### src/rtl/pc_core_rd_burst_ctrl_if.sv
// AXI4 read-side signals between the burst controller and the memory port:
// AR request channel plus the qualified R beat/last strobes.
interface pc_core_rd_burst_ctrl_if #(
  parameter int C_ADDR_WIDTH = 64
) ();
  logic                    m_arvalid;
  logic                    m_arready;
  logic [C_ADDR_WIDTH-1:0] m_araddr;
  logic [7:0]              m_arlen;
  logic                    rd_beat;
  logic                    rd_last;

  modport master (
    output m_arvalid, m_araddr, m_arlen,
    input  m_arready, rd_beat, rd_last
  );

  modport slave (
    input  m_arvalid, m_araddr, m_arlen,
    output m_arready, rd_beat, rd_last
  );
endinterface

### src/rtl/pc_core_rd_burst_ctrl.sv
// Splits a kernel read request into AXI4 AR bursts, caps in-flight bursts and
// pulses done once every requested beat has returned.
//
// state | meaning
// IDLE  | waiting for ctrl_start
// ISSUE | issuing AR bursts while beats remain to be requested
// DRAIN | all ARs issued, waiting for the last R beats to return
module pc_core_rd_burst_ctrl #(
  parameter int C_ADDR_WIDTH      = 64,
  parameter int C_XFER_SIZE_WIDTH = 32,
  parameter int C_BURST_LEN       = 64,
  parameter int C_BYTES_PER_BEAT  = 64,
  parameter int C_MAX_OUTSTANDING = 16
) (
  input  logic                         clk,
  input  logic                         rst_n,
  input  logic                         ctrl_start,
  input  logic [C_ADDR_WIDTH-1:0]      ctrl_addr,
  input  logic [C_XFER_SIZE_WIDTH-1:0] ctrl_xfer_beats,
  output logic                         ctrl_busy,
  output logic                         ctrl_done,
  output logic                         ctrl_err,
  pc_core_rd_burst_ctrl_if.master      axi
);

  localparam int                         ADDR_SHIFT  = $clog2(C_BYTES_PER_BEAT);
  localparam logic [7:0]                 MAX_LEN_M1  = 8'(C_BURST_LEN - 1);
  localparam logic [7:0]                 MAX_OUT     = 8'(C_MAX_OUTSTANDING);
  localparam logic [C_XFER_SIZE_WIDTH-1:0] BURST_BEATS = C_XFER_SIZE_WIDTH'(C_BURST_LEN);

  typedef enum logic [1:0] {IDLE, ISSUE, DRAIN} state_t;

  state_t                       state_q;
  logic                         busy_q, done_q, err_q;
  logic                         ar_valid_q;
  logic [C_ADDR_WIDTH-1:0]      ar_addr_q;
  logic [7:0]                   ar_len_q;
  logic [C_XFER_SIZE_WIDTH-1:0] remaining;
  logic [C_XFER_SIZE_WIDTH-1:0] xfer_q;
  logic [C_XFER_SIZE_WIDTH:0]   rcv_cnt;
  logic [7:0]                   outstanding;

  logic                         ar_hs, last_hs, dec_ok;
  logic [8:0]                   beats;
  logic [7:0]                   out_nxt;
  logic [C_XFER_SIZE_WIDTH-1:0] rem_nxt;
  logic [C_XFER_SIZE_WIDTH:0]   rcv_nxt;
  logic [C_ADDR_WIDTH-1:0]      addr_nxt;

  function automatic logic [7:0] len_m1(input logic [C_XFER_SIZE_WIDTH-1:0] beats_left);
    if (beats_left >= BURST_BEATS) return MAX_LEN_M1;
    return 8'(beats_left - C_XFER_SIZE_WIDTH'(1));
  endfunction

  // Next-cycle counter values; the FSM decides on these so that arvalid and
  // done react in the cycle right after the causing handshake.
  always_comb begin
    ar_hs    = ar_valid_q & axi.m_arready;
    last_hs  = axi.rd_beat & axi.rd_last;
    dec_ok   = last_hs && (outstanding != 8'd0);
    beats    = {1'b0, ar_len_q} + 9'd1;
    out_nxt  = outstanding;
    if (ar_hs && !dec_ok)      out_nxt = outstanding + 8'd1;
    else if (!ar_hs && dec_ok) out_nxt = outstanding - 8'd1;
    rem_nxt  = ar_hs ? remaining - C_XFER_SIZE_WIDTH'(beats) : remaining;
    addr_nxt = ar_addr_q + (C_ADDR_WIDTH'(beats) << ADDR_SHIFT);
    rcv_nxt  = (axi.rd_beat && busy_q) ? rcv_cnt + (C_XFER_SIZE_WIDTH+1)'(1) : rcv_cnt;
  end

  always_ff @(posedge clk or negedge rst_n) begin
    if (!rst_n) begin
      state_q     <= IDLE;
      busy_q      <= 1'b0;
      done_q      <= 1'b0;
      err_q       <= 1'b0;
      ar_valid_q  <= 1'b0;
      ar_addr_q   <= '0;
      ar_len_q    <= '0;
      remaining   <= '0;
      xfer_q      <= '0;
      rcv_cnt     <= '0;
      outstanding <= '0;
    end else begin
      done_q      <= 1'b0;
      outstanding <= out_nxt;
      rcv_cnt     <= rcv_nxt;
      if ((axi.rd_beat && state_q == IDLE) || (last_hs && outstanding == 8'd0) ||
          (rcv_nxt > {1'b0, xfer_q}))
        err_q <= 1'b1;

      case (state_q)
        IDLE: begin
          if (ctrl_start) begin
            xfer_q  <= ctrl_xfer_beats;
            rcv_cnt <= '0;
            err_q   <= 1'b0;
            if (ctrl_xfer_beats == '0) begin
              done_q <= 1'b1;
            end else begin
              state_q    <= ISSUE;
              busy_q     <= 1'b1;
              ar_valid_q <= 1'b1;
              ar_addr_q  <= ctrl_addr;
              ar_len_q   <= len_m1(ctrl_xfer_beats);
              remaining  <= ctrl_xfer_beats;
            end
          end
        end
        ISSUE: begin
          if (ar_hs) begin
            ar_addr_q <= addr_nxt;
            remaining <= rem_nxt;
            if (rem_nxt == '0) state_q <= DRAIN;
            else               ar_len_q <= len_m1(rem_nxt);
          end
          ar_valid_q <= (rem_nxt != '0) && (out_nxt < MAX_OUT);
        end
        DRAIN: begin
          if (out_nxt == 8'd0 && rcv_nxt == {1'b0, xfer_q}) begin
            done_q  <= 1'b1;
            busy_q  <= 1'b0;
            state_q <= IDLE;
          end
        end
        default: state_q <= IDLE;
      endcase
    end
  end

  assign ctrl_busy     = busy_q;
  assign ctrl_done     = done_q;
  assign ctrl_err      = err_q;
  assign axi.m_arvalid = ar_valid_q;
  assign axi.m_araddr  = ar_addr_q;
  assign axi.m_arlen   = ar_len_q;

endmodule

### src/flat_wrapper.sv
// flat-port wrapper written by rule: the top's interface ports become plain ports
module pc_core_rd_burst_ctrl_flat 
#(
  parameter int C_ADDR_WIDTH      = 64,
  parameter int C_XFER_SIZE_WIDTH = 32,
  parameter int C_BURST_LEN       = 64,
  parameter int C_BYTES_PER_BEAT  = 64,
  parameter int C_MAX_OUTSTANDING = 16
)
  (clk, rst_n, ctrl_start, ctrl_addr, ctrl_xfer_beats, ctrl_busy, ctrl_done, ctrl_err, axi_m_arvalid, axi_m_araddr, axi_m_arlen, axi_m_arready, axi_rd_beat, axi_rd_last);
  pc_core_rd_burst_ctrl_if #(.C_ADDR_WIDTH(C_ADDR_WIDTH)) axi_i ();
  input  logic clk;
  input  logic rst_n;
  input  logic ctrl_start;
  input  logic [C_ADDR_WIDTH-1:0] ctrl_addr;
  input  logic [C_XFER_SIZE_WIDTH-1:0] ctrl_xfer_beats;
  output logic ctrl_busy;
  output logic ctrl_done;
  output logic ctrl_err;
  output wire logic [$bits(axi_i.m_arvalid)-1:0] axi_m_arvalid;
  output wire logic [$bits(axi_i.m_araddr)-1:0] axi_m_araddr;
  output wire logic [$bits(axi_i.m_arlen)-1:0] axi_m_arlen;
  input wire logic [$bits(axi_i.m_arready)-1:0] axi_m_arready;
  input wire logic [$bits(axi_i.rd_beat)-1:0] axi_rd_beat;
  input wire logic [$bits(axi_i.rd_last)-1:0] axi_rd_last;
  assign axi_m_arvalid = axi_i.m_arvalid;
  assign axi_m_araddr = axi_i.m_araddr;
  assign axi_m_arlen = axi_i.m_arlen;
  assign axi_i.m_arready = axi_m_arready;
  assign axi_i.rd_beat = axi_rd_beat;
  assign axi_i.rd_last = axi_rd_last;
  pc_core_rd_burst_ctrl #(.C_ADDR_WIDTH(C_ADDR_WIDTH), .C_XFER_SIZE_WIDTH(C_XFER_SIZE_WIDTH), .C_BURST_LEN(C_BURST_LEN), .C_BYTES_PER_BEAT(C_BYTES_PER_BEAT), .C_MAX_OUTSTANDING(C_MAX_OUTSTANDING)) u_core (.clk(clk), .rst_n(rst_n), .ctrl_start(ctrl_start), .ctrl_addr(ctrl_addr), .ctrl_xfer_beats(ctrl_xfer_beats), .ctrl_busy(ctrl_busy), .ctrl_done(ctrl_done), .ctrl_err(ctrl_err), .axi(axi_i));
endmodule
### config.mk
export PLATFORM = sky130hd
export DESIGN_NAME = pc_core_rd_burst_ctrl_flat
export DESIGN_NICKNAME = d
export VERILOG_FILES = /design/src/rtl/pc_core_rd_burst_ctrl_if.sv /design/src/rtl/pc_core_rd_burst_ctrl.sv /design/src/flat_wrapper.sv
export SDC_FILE = /design/constraint.sdc
export NUM_CORES = 1
export LEC_CHECK = 0
export ABC_AREA = 1
export CORE_MARGIN = 5
export CORE_UTILIZATION = 35
export CTS_CLUSTER_DIAMETER = 60
export DETAILED_ROUTE_END_ITERATION = 10
export PLACE_DENSITY = 0.65
export SYNTH_ARGS = -nofsm -noshare
export SYNTH_HDL_FRONTEND = slang
export SYNTH_SLANG_ARGS = --single-unit
export TNS_END_PERCENT = 5
### constraint.sdc
create_clock -name clk -period 10.2 [get_ports clk]
set_input_delay 2.04 -clock clk [delete_from_list [all_inputs] [get_ports clk]]
set_output_delay 2.04 -clock clk [all_outputs]
set_load 0.02 [all_outputs]
==> out/metrics.csv, run 1 <==
stage;metric;value;unit
sta;Final period util;53.6;%
global_route;GRT Residual Overflow;0;
power;Overall Power;5.02;mW
sta;crit path time final;5470;ps
placement;Port-buffer cells;177;
yosys;predominant post-synthesis flop cell;dfrtp_1;
floorplanning;core area;39500;um^2
sta;final setup fails;0;
sta;skew final;15.4;ps
setup_path;startpoint types;primary input;
yosys;Synth area leader;dfrtp_1;
floorplanning;Starting Density;35.2;%
clocking;Post-CTS Setup Inserts;0;
placement;DP Worst Slack;4370;ps
routing;First-pass DRT Iterations;6;
routing;routed length per placed instance;17.2;um
floorplanning;FP Rows;73;
setup_path;flop2flop setup slack;6050;ps
yosys;largest cells by area after synthesis;dfrtp_1 33%, nand2_1 13%, inv_1 8.1%;
hold_path;Hold WC Path Type;flip-flop to flip-flop;
yosys;register bit total from synthesis;183;
yosys;sequential fraction of the synthesis area;32.9;%
yosys;syn nets;2227;
sta;RSZ-0062 raised after global routing;false;
floorplanning;io pins;178;
floorplanning;Die Footprint;43800;um^2
yosys;Post-Syn Area;13900;um^2
outcome;status;finished, final reports clean;
global_route;largest net degree at the start of global routing;108;
clocking;H-Tree Depth;4;
finish;layout cells sized above 1;5.90;%
sta;final setup TNS;0;ps
routing;Vias;14300;
global_route;initial antenna violation count;2;
sta;Slew Limit Fails;0;
routing;Via-to-Cell Ratio;5.22;
clocking;CTS tree;yes;
global_route;number of global-route vias before repair;13900;
finish;fillcell total;4080;
floorplanning;die height;209;um
sta;worst setup margin;4730;ps
global_route;first-pass GRT wire length;74800;um
sta;final hold violations;0;
routing;final wirelength;47200;um
routing;ANT nets after route;0;
sta;Least-Margin Pin Slew;1040;ps
clocking;Resize count post-CTS;0;
placement;Inst Count DP;2713;
routing;1st-iter DRT viols;1252;
setup_path;CP Data Arrival Time;5800;ps
yosys;synthesized instance count;2066;
yosys;YS warnings;0;
placement;GPL Wtd Cong;0.978;
setup_path;CP Class;primary input to flip-flop;
clocking;cts hold-fix bufs;0;
clocking;clock slew at reported path FFs;80;ps
power;leak pwr;7.83;nW
finish;final std cells w/o fill;2747;
flow_run;max-cap viol count;0;
finish;Final #Nets;2368;
yosys;share of the synthesized area in the top cell type;32.9;%
power;Peak supply drop;177;uV
global_route;GRT Total Usage;21.1;%
finish;Area growth syn-to-layout;20.4;%
placement;post-DP HPWL;36000;um
power;Power Density;300;nW/um^2
clocking;Clock Latency Late Sink;450;ps
routing;drc violations;0;
clocking;CTS Buffer Depth;2;
setup_path;crit end category;flip-flop;
clocking;root buffer cell;clkbuf_16;
setup_path;CP Data Required Time;10530;ps
yosys;EDFF count, synth;0;
floorplanning;die width;209;um
yosys;Synth cell types;52;
yosys;Post-synth ARST share;100;%
yosys;syn avg cell area;6.73;um^2
sta;Slew headroom;30.6;%
setup_path;critical path fanouts, max;77;
clocking;CTS buffer count;17;
sta;f_max;183;MHz
clocking;CTS sink count;183;
[layout make-up]
| type | instances | area, um^2 | area share, % |
|---|---|---|---|
| flip-flops and latches | 183 | 4580 | 27.4 |
| multi-input cells | 1506 | 7870 | 47.0 |
| clock buffers | 18 | 439 | 2.62 |
| repair buffers | 181 | 1810 | 10.8 |
| well taps | 525 | 657 | 3.92 |
| diodes | 2 | 5.00 | 0.0299 |
| clock inverters | 14 | 189 | 1.13 |
| inverters | 318 | 1200 | 7.17 |
[Yosys cell counts, drive strengths merged, types with 15 or more instances]
library cell / n
clkbuf: 30
nor3: 39
nor4: 21
nand4: 79
nor2: 240
buf: 29
xor2: 45
nand3: 130
dfrtp: 183
o21ai: 198
ha: 57
o211ai: 33
a21oi: 84
nand2: 502
or2: 15
inv: 316
[per-layer routing]
layer	vias to the layer above	part of all wire (%)	global-route usage, %
li1	7048	-	-
met1	6672	43	28.0
met2	547	46	34.8
met3	68	7.6	4.19
met4	0	3.3	7.00
met5	-	0	0
[registers in the layout, indices dropped and copies added, names as in the netlist]
name                  cells
u_core.ctrl_busy          1
u_core.ctrl_err           1
u_core.axi.m_arvalid      1
u_core.rcv_cnt           33
u_core.axi.m_arlen        8
u_core.ctrl_done          1
u_core.state_q            2
u_core.outstanding        8
u_core.axi.m_araddr      64
u_core.remaining         32
u_core.xfer_q            32
[final timing paths]
path,startpoint,endpoint,cells after the start
hold reg to reg,u_core.xfer_q[7],u_core.xfer_q[7],2
setup / recovery,ctrl_start,u_core.axi.m_arlen[1],9
min in group asynchronous,rst_n,u_core.remaining[16],1
max in group asynchronous,rst_n,u_core.rcv_cnt[7],2
hold / removal,u_core.xfer_q[7],u_core.xfer_q[7],2
setup reg to reg,u_core.state_q[0],u_core.axi.m_arlen[1],9
[stage by stage]
stage,util (%),hold WS (ps),instance area (um^2)
6_report,42.3,493,16700
5_1_grt,42.3,517,16700
4_1_cts,42.3,493,16700
3_5_place_dp,40.7,474,16100
3_3_place_gp,40.7,471,16100
2_1_floorplan,-,453,13900
[logic make-up after synthesis]
family | count (synthesis) | synth area share, %
xor+xnor | 56 | 3.53
flops | 183 | 32.9
compound gates | 347 | 13.7
simple gates | 1043 | 33.8
fa+ha+maj | 59 | 5.42
mux | 1 | 0.0720
buf+inv | 377 | 10.6
[worst max-delay path, cell delays in order]
cell and delay, ps:
clkdlybuf4s50_1 510, nand2_2 560, o21ai_0 420, nand2_4 430
inv_4 690, buf_4 640, nand2_4 230, nand2_1 120
o21ai_1 70
[layout by cell type, fill, tap and decap left out, types with 5 or more instances in the layout]
cell / count
nor3_2: 5
clkinv_4: 5
o21ai_1: 29
clkdlybuf4s50_1: 176
a21oi_1: 81
nor3_1: 34
nand3b_1: 8
or2_2: 12
inv_2: 15
nand3_1: 123
o22ai_1: 11
xnor2_1: 11
o211ai_1: 33
nor3b_1: 5
inv_6: 5
nand2_2: 14
nor2_1: 217
inv_1: 299
ha_1: 57
nand2_4: 5
o21a_1: 5
nor4_1: 20
xor2_1: 45
nor2_4: 5
nand4_1: 79
nand3_2: 6
dfrtp_1: 183
clkbuf_16: 17
nand2_1: 483
nor2_2: 18
o21ai_2: 6
o21ai_0: 163
a31oi_1: 8
[report_power, final]
group          switching (mW)  leakage, nW  internal [mW]
Combinational            1.88         5.24           1.02
Clock                   0.332        0.308          0.401
Sequential              0.357         2.28           1.02
(Power assumes the default switching activity.)
==> inputs of run 2 (changes only) <==
- clock period: 10.2 -> 5.25 ns (I/O delays scaled with it)
==> run 2 against run 1 <==
Against the previous run: sequential power up 91%; critical path type unchanged; combinational power up 97%; register-to-register slack worse by 4600 ps; first-iteration DRC count down 22%; sequential share of layout area down 0.057 points; hold slack worse by 4.3 ps; routed wire length up 1.1%.
==> out/metrics.csv, run 2 (synthesis gave the netlist of run 1 again) <==
stage;metric;value;unit
floorplanning;Starting Density;35.2;%
sta;f_max;224;MHz
setup_path;CP Data Required Time;5580;ps
finish;most frequent cells in the layout;483 x nand2_1, 299 x inv_1, 217 x nor2_1;
finish;layout cells sized above 1;6.20;%
finish;fin area;16800;um^2
routing;Vias;14400;
sta;Slew Limit Fails;0;
setup_path;startpoint types;primary input;
setup_path;crit-path max cell delay;560;ps
routing;ANT nets after route;0;
placement;GPL Wtd Cong;0.949;
routing;First-pass DRT Iterations;5;
setup_path;CP Depth;19;
clocking;clock slew at reported path FFs;80;ps
sta;Final period util;85.2;%
global_route;number of global-route vias before repair;14000;
setup_path;CP max-delay cell;clkdlybuf4s50_1;
sta;Least-Margin Pin Slew;922;ps
power;Power Density;579;nW/um^2
finish;max reg flops;64;
sta;RSZ-0062 raised after global routing;false;
setup_path;ordered list of cells on the worst path;clkdlybuf4s50_1, nand2_1, nor3_1, nand4_1, or2_2, nor4_2, nand4_1, nor2_1, xnor2_1, inv_1, ha_1, nand2_1, or4_1, nor4_1, nand2_1, inv_1, nand3_1, nand2_1, nand2_1;
floorplanning;Die Footprint;43800;um^2
hold_path;hold depth;2;
sta;final hold violations;0;
clocking;root buffer cell;clkbuf_16;
sta;skew final;11.2;ps
sta;final setup fails;0;
outcome;status;finished, final reports clean;
clocking;CTS Buffer Depth;2;
setup_path;R2R depth;24;
global_route;first-pass GRT wire length;75700;um
routing;routed length per placed instance;17.3;um
global_route;GRT Residual Overflow;0;
finish;Area growth syn-to-layout;20.7;%
setup_path;CP Class;primary input to flip-flop;
sta;final setup TNS;0;ps
setup_path;CP most frequent cell;nand2_1;
global_route;largest net degree at the start of global routing;104;
routing;Via-to-Cell Ratio;5.22;
sta;Slew headroom;38.5;%
power;leak pwr;7.85;nW
setup_path;CP Data Arrival Time;4800;ps
routing;final wirelength;47700;um
hold_path;Hold WC Path Type;flip-flop to flip-flop;
clocking;Resize count post-CTS;0;
placement;post-DP HPWL;36800;um
finish;Ant. Diodes;0;
clocking;cts hold-fix bufs;0;
clocking;Post-CTS Setup Inserts;0;
placement;Post-DP Area;16200;um^2
sta;Hold Worst Slack;488;ps
clocking;CTS sink count;183;
finish;Final #Nets;2375;
power;Overall Power;9.72;mW
routing;drc violations;0;
placement;DP Worst Slack;342;ps
floorplanning;io pins;178;
floorplanning;die width;209;um
clocking;CTS buffer count;17;
floorplanning;die height;209;um
clocking;Clock Latency Late Sink;460;ps
setup_path;worst path buffer plus inverter count;3;
sta;worst setup margin;779;ps
flow_run;max-cap viol count;0;
clocking;CTS tree;yes;
setup_path;critical path fanouts, max;8;
setup_path;crit end category;flip-flop;
floorplanning;core area;39500;um^2
finish;commonest non-fill, non-tap cell in the layout;nand2_1;
global_route;GRT Total Usage;21.4;%
power;Peak supply drop;324;uV
sta;crit path time final;4470;ps
global_route;initial antenna violation count;0;
clocking;H-Tree Depth;4;
routing;1st-iter DRT viols;976;
floorplanning;FP Rows;73;
placement;Port-buffer cells;177;
setup_path;Crit path max-delay family;simple AND/OR/NAND/NOR gates;
run 2: changes by cell type in the layout (fill, tap and decap cells not counted):
cell | previous run | this run
clkinv_8 | 0 | 2
buf_4 | 4 | 10
diode_2 | 2 | 0
inv_6 | 5 | 4
bufinv_16 | 3 | 1
buf_12 | 0 | 1
inv_8 | 1 | 2
run 2: layout make-up:
type | instances | area (um^2)
flip-flops and latches | 183 | 4580
multi-input cells | 1506 | 7870
fillers | 4131 | 22800
inverters | 318 | 1200
repair buffers | 188 | 1870
clock inverters | 14 | 164
well taps | 525 | 657
clock buffers | 18 | 439
run 2: path summary, 6_finish.rpt:
kind	start	to	slack (ps)
setup / recovery	axi_rd_beat	u_core.ctrl_busy	780
min in group asynchronous	rst_n	u_core.remaining[17]	690
max in group asynchronous	rst_n	u_core.axi.m_araddr[57]	3600
hold / removal	u_core.xfer_q[7]	u_core.xfer_q[7]	490
setup reg to reg	u_core.rcv_cnt[0]	u_core.ctrl_busy	1440
hold reg to reg	u_core.xfer_q[7]	u_core.xfer_q[7]	490
run 2: power by group:
part,internal (mW),switching (mW)
clock network,0.691,0.670
registers,1.98,0.664
logic,2.02,3.70
run 2: metrics by stage:
stage,utilization [%],instances
after floorplan,-,2066
after global routing,42.4,2752
final,42.4,2752
after detailed placement,40.9,2720
after CTS,42.4,2752
after global placement,40.9,2720
run 2: per-layer routing:
metal	vias to the layer above	global-route usage [%]	share of wire (%)
met5	-	0	0
met2	541	34.9	46
met4	0	7.00	3.0
met1	6684	28.6	44
met3	76	4.48	7.2
li1	7055	-	-
run 2: worst register-to-register path: stages (launching register included):
cell and delay, ps:
dfrtp_1 440, ha_1 180, inv_1 60, nor3_2 210
nand4_1 180, nor2_1 210, nand3_1 190, inv_1 110
nand3_1 100, nor2_1 170, nand4_1 120, xor2_1 200
inv_1 70, ha_1 290, nand2_1 50, inv_1 80
nand3_1 70, nor3_1 130, nand2_1 80, nor4_1 310
nand2_1 120, inv_1 90, nand3_1 90, nand2_1 70
nand2_1 50
==> inputs of run 3 (changes only) <==
--- a/config.mk
+++ b/config.mk
@@ -8,8 +8,9 @@
 export ABC_AREA = 1
 export CORE_MARGIN = 5
-export CORE_UTILIZATION = 35
+export CORE_UTILIZATION = 50
 export CTS_CLUSTER_DIAMETER = 60
+export CTS_CLUSTER_SIZE = 28
 export DETAILED_ROUTE_END_ITERATION = 10
-export PLACE_DENSITY = 0.65
+export PLACE_DENSITY = 0.83
 export SYNTH_ARGS = -nofsm -noshare
 export SYNTH_HDL_FRONTEND = slang
==> constraint.sdc (replaced) <==
create_clock -name clk -period 5.25 [get_ports clk]
set_input_delay 0.7875 -clock clk [delete_from_list [all_inputs] [get_ports clk]]
set_output_delay 0.7875 -clock clk [all_outputs]
set_load 0.02 [all_outputs]
==> run 3 against run 2 <==
Against the previous run: first-iteration DRC count is 34% higher; die area is 29% lower; utilization is 18 points higher; sequential power hardly changed; critical path depth stayed put; hold slack worse by 120 ps; routed wire length is 6.3% lower; clock skew is 12 ps higher; cell count is 5.5% lower; combinational power hardly changed; sequential cell count stayed put; largest power group unchanged.
==> out/metrics.csv, run 3 (synthesis gave the netlist of run 1 again) <==
stage;metric;value;unit
routing;1st-iter DRT viols;1307;
finish;max reg flops;64;
clocking;CTS Buffer Depth;2;
clocking;Post-CTS Setup Inserts;0;
sta;skew final;23.6;ps
clocking;CTS buffer count;17;
power;leak pwr;7.83;nW
global_route;number of global-route vias before repair;14000;
finish;Final #Nets;2371;
setup_path;crit end category;flip-flop;
sta;Least-Margin Pin Slew;886;ps
setup_path;CP Data Arrival Time;4560;ps
sta;final setup TNS;0;ps
floorplanning;io pins;178;
clocking;Clock Latency Late Sink;450;ps
setup_path;worst setup path endpoint;u_core.ctrl_busy;
setup_path;CP Data Required Time;5560;ps
power;Peak supply drop;358;uV
clocking;clock slew at reported path FFs;80;ps
sta;crit path time final;4250;ps
power;Sw Share;51.4;%
routing;routed length per placed instance;17.2;um
global_route;largest net degree at the start of global routing;98;
flow_run;max-cap viol count;0;
power;P_int;4.71;mW
global_route;GRT Residual Overflow;0;
power;net switching power figure;4.99;mW
setup_path;R2R depth;20;
setup_path;CP max-delay cell;clkdlybuf4s50_1;
clocking;root buffer cell;clkbuf_16;
outcome;status;finished, final reports clean;
sta;Final period util;80.9;%
setup_path;startpoint types;primary input;
sta;Slew headroom;40.7;%
placement;DP Worst Slack;579;ps
setup_path;critical path fanouts, max;8;
floorplanning;Die Footprint;31200;um^2
floorplanning;die width;177;um
setup_path;worst setup path start;axi_rd_beat;
placement;post-DP HPWL;34200;um
finish;commonest non-fill, non-tap cell in the layout;nand2_1;
floorplanning;FP Rows;61;
setup_path;ordered list of cells on the worst path;clkdlybuf4s50_1, nand2_1, nor3_1, nand4_1, or2_2, nor4_2, nand4_1, nor2_1, xnor2_1, inv_1, ha_1, nand2_1, or4_1, nor4_1, nand2_1, inv_1, nand3_1, nand2_1, nand2_1;
setup_path;worst r2r dst;u_core.axi.m_arlen[2];
clocking;cts hold-fix bufs;0;
setup_path;flop2flop setup slack;1360;ps
global_route;first-pass GRT wire length;71600;um
placement;GPL Wtd Cong;0.998;
sta;worst setup margin;1000;ps
floorplanning;core area;27600;um^2
placement;Port-buffer cells;177;
sta;Slew Limit Fails;0;
routing;drc violations;0;
global_route;GRT Total Usage;28.5;%
clocking;Resize count post-CTS;0;
hold_path;Hold WC Path Type;primary input to asynchronous set/reset pin;
power;sequential fraction of design power;27.1;%
routing;Vias;14600;
global_route;initial antenna violation count;1;
setup_path;Critical R2R Launch;u_core.axi.m_arlen[0];
sta;f_max;235;MHz
finish;most frequent cells in the layout;483 x nand2_1, 299 x inv_1, 217 x nor2_1;
power;logic gate share of total power;58.8;%
sta;final setup fails;0;
floorplanning;die height;177;um
setup_path;CP most frequent cell;nand2_1;
setup_path;crit-path max cell delay;550;ps
clocking;CTS tree;yes;
routing;ANT nets after route;0;
finish;layout cells sized above 1;5.98;%
sta;final hold violations;0;
finish;Ant. Diodes;0;
routing;final wirelength;44700;um
setup_path;CP Class;primary input to flip-flop;
floorplanning;Starting Density;50.3;%
finish;Area growth syn-to-layout;19.1;%
power;Clk pwr share;14.1;%
routing;Via-to-Cell Ratio;5.60;
clocking;CTS sink count;183;
routing;First-pass DRT Iterations;9;
sta;RSZ-0062 raised after global routing;false;
power;Power Density;586;nW/um^2
clocking;H-Tree Depth;4;
run 3: cell types whose count changed in the layout (fill, tap and decap cells not counted), sizes merged:
cell and delta:
clkinv -4, clkinvlp +2, bufinv +1, buf -4
inv +1
run 3: cell type report:
class	instances	area (um^2)
clock buffer	18	429
multi-input combinational	1506	7860
timing repair buffer	184	1840
fill	2603	11100
clock inverter	14	178
tap	378	473
sequential	183	4580
inverter	318	1200
run 3: how the worst min path moves through the flow:
| stage | start | cells past startpoint | to |
|---|---|---|---|
| after floorplan | u_core.xfer_q[10] | 2 | u_core.xfer_q[10] |
| after global placement | u_core.xfer_q[20] | 2 | u_core.xfer_q[20] |
| after detailed placement | u_core.xfer_q[11] | 2 | u_core.xfer_q[11] |
| after CTS | rst_n | 1 | u_core.rcv_cnt[16] |
| after global routing | rst_n | 1 | u_core.rcv_cnt[16] |
| final | rst_n | 1 | u_core.rcv_cnt[16] |
run 3: metal layers:
metal  wire length (um)  vias to the layer above  share of wire [%]  GRT usage, %
li1                   -                     7040                  -             -
met1              18600                     6776                 42          37.4
met2              21000                      624                 47          47.2
met3               3370                      113                7.5          5.26
met4               1660                        2                3.7          10.3
met5                  9                        -              0.020             0
run 3: worst max-delay path: cells and delay by family:
kind	cells	cell delay (ps)
adder cells (fa/ha/maj)	1	290
XOR/XNOR	1	170
AND/OR/NAND/NOR	14	2600
buffers and inverters	3	700
run 3: power by group through the flow:
stage | registers (mW) | clock network (mW) | logic, mW
2_1_floorplan | 2.76 | 0 | 3.69
3_3_place_gp | 2.61 | 0 | 5.49
3_5_place_dp | 2.61 | 0 | 5.62
4_1_cts | 2.61 | 1.38 | 5.66
5_1_grt | 2.71 | 1.44 | 6.39
6_report | 2.63 | 1.37 | 5.71
run 3: stage by stage:
| step | hold slack [ps] | instance area [um^2] | power (mW) | instances | util, % |
|---|---|---|---|---|---|
| after floorplan | 453 | 13900 | 6.44 | 2066 | - |
| after global placement | 467 | 16000 | 8.09 | 2569 | 57.7 |
| after detailed placement | 473 | 16000 | 8.23 | 2569 | 57.7 |
| after CTS | 437 | 16600 | 9.65 | 2601 | 59.9 |
| after global routing | 454 | 16600 | 10.5 | 2601 | 59.9 |
| final | 368 | 16600 | 9.70 | 2601 | 59.9 |
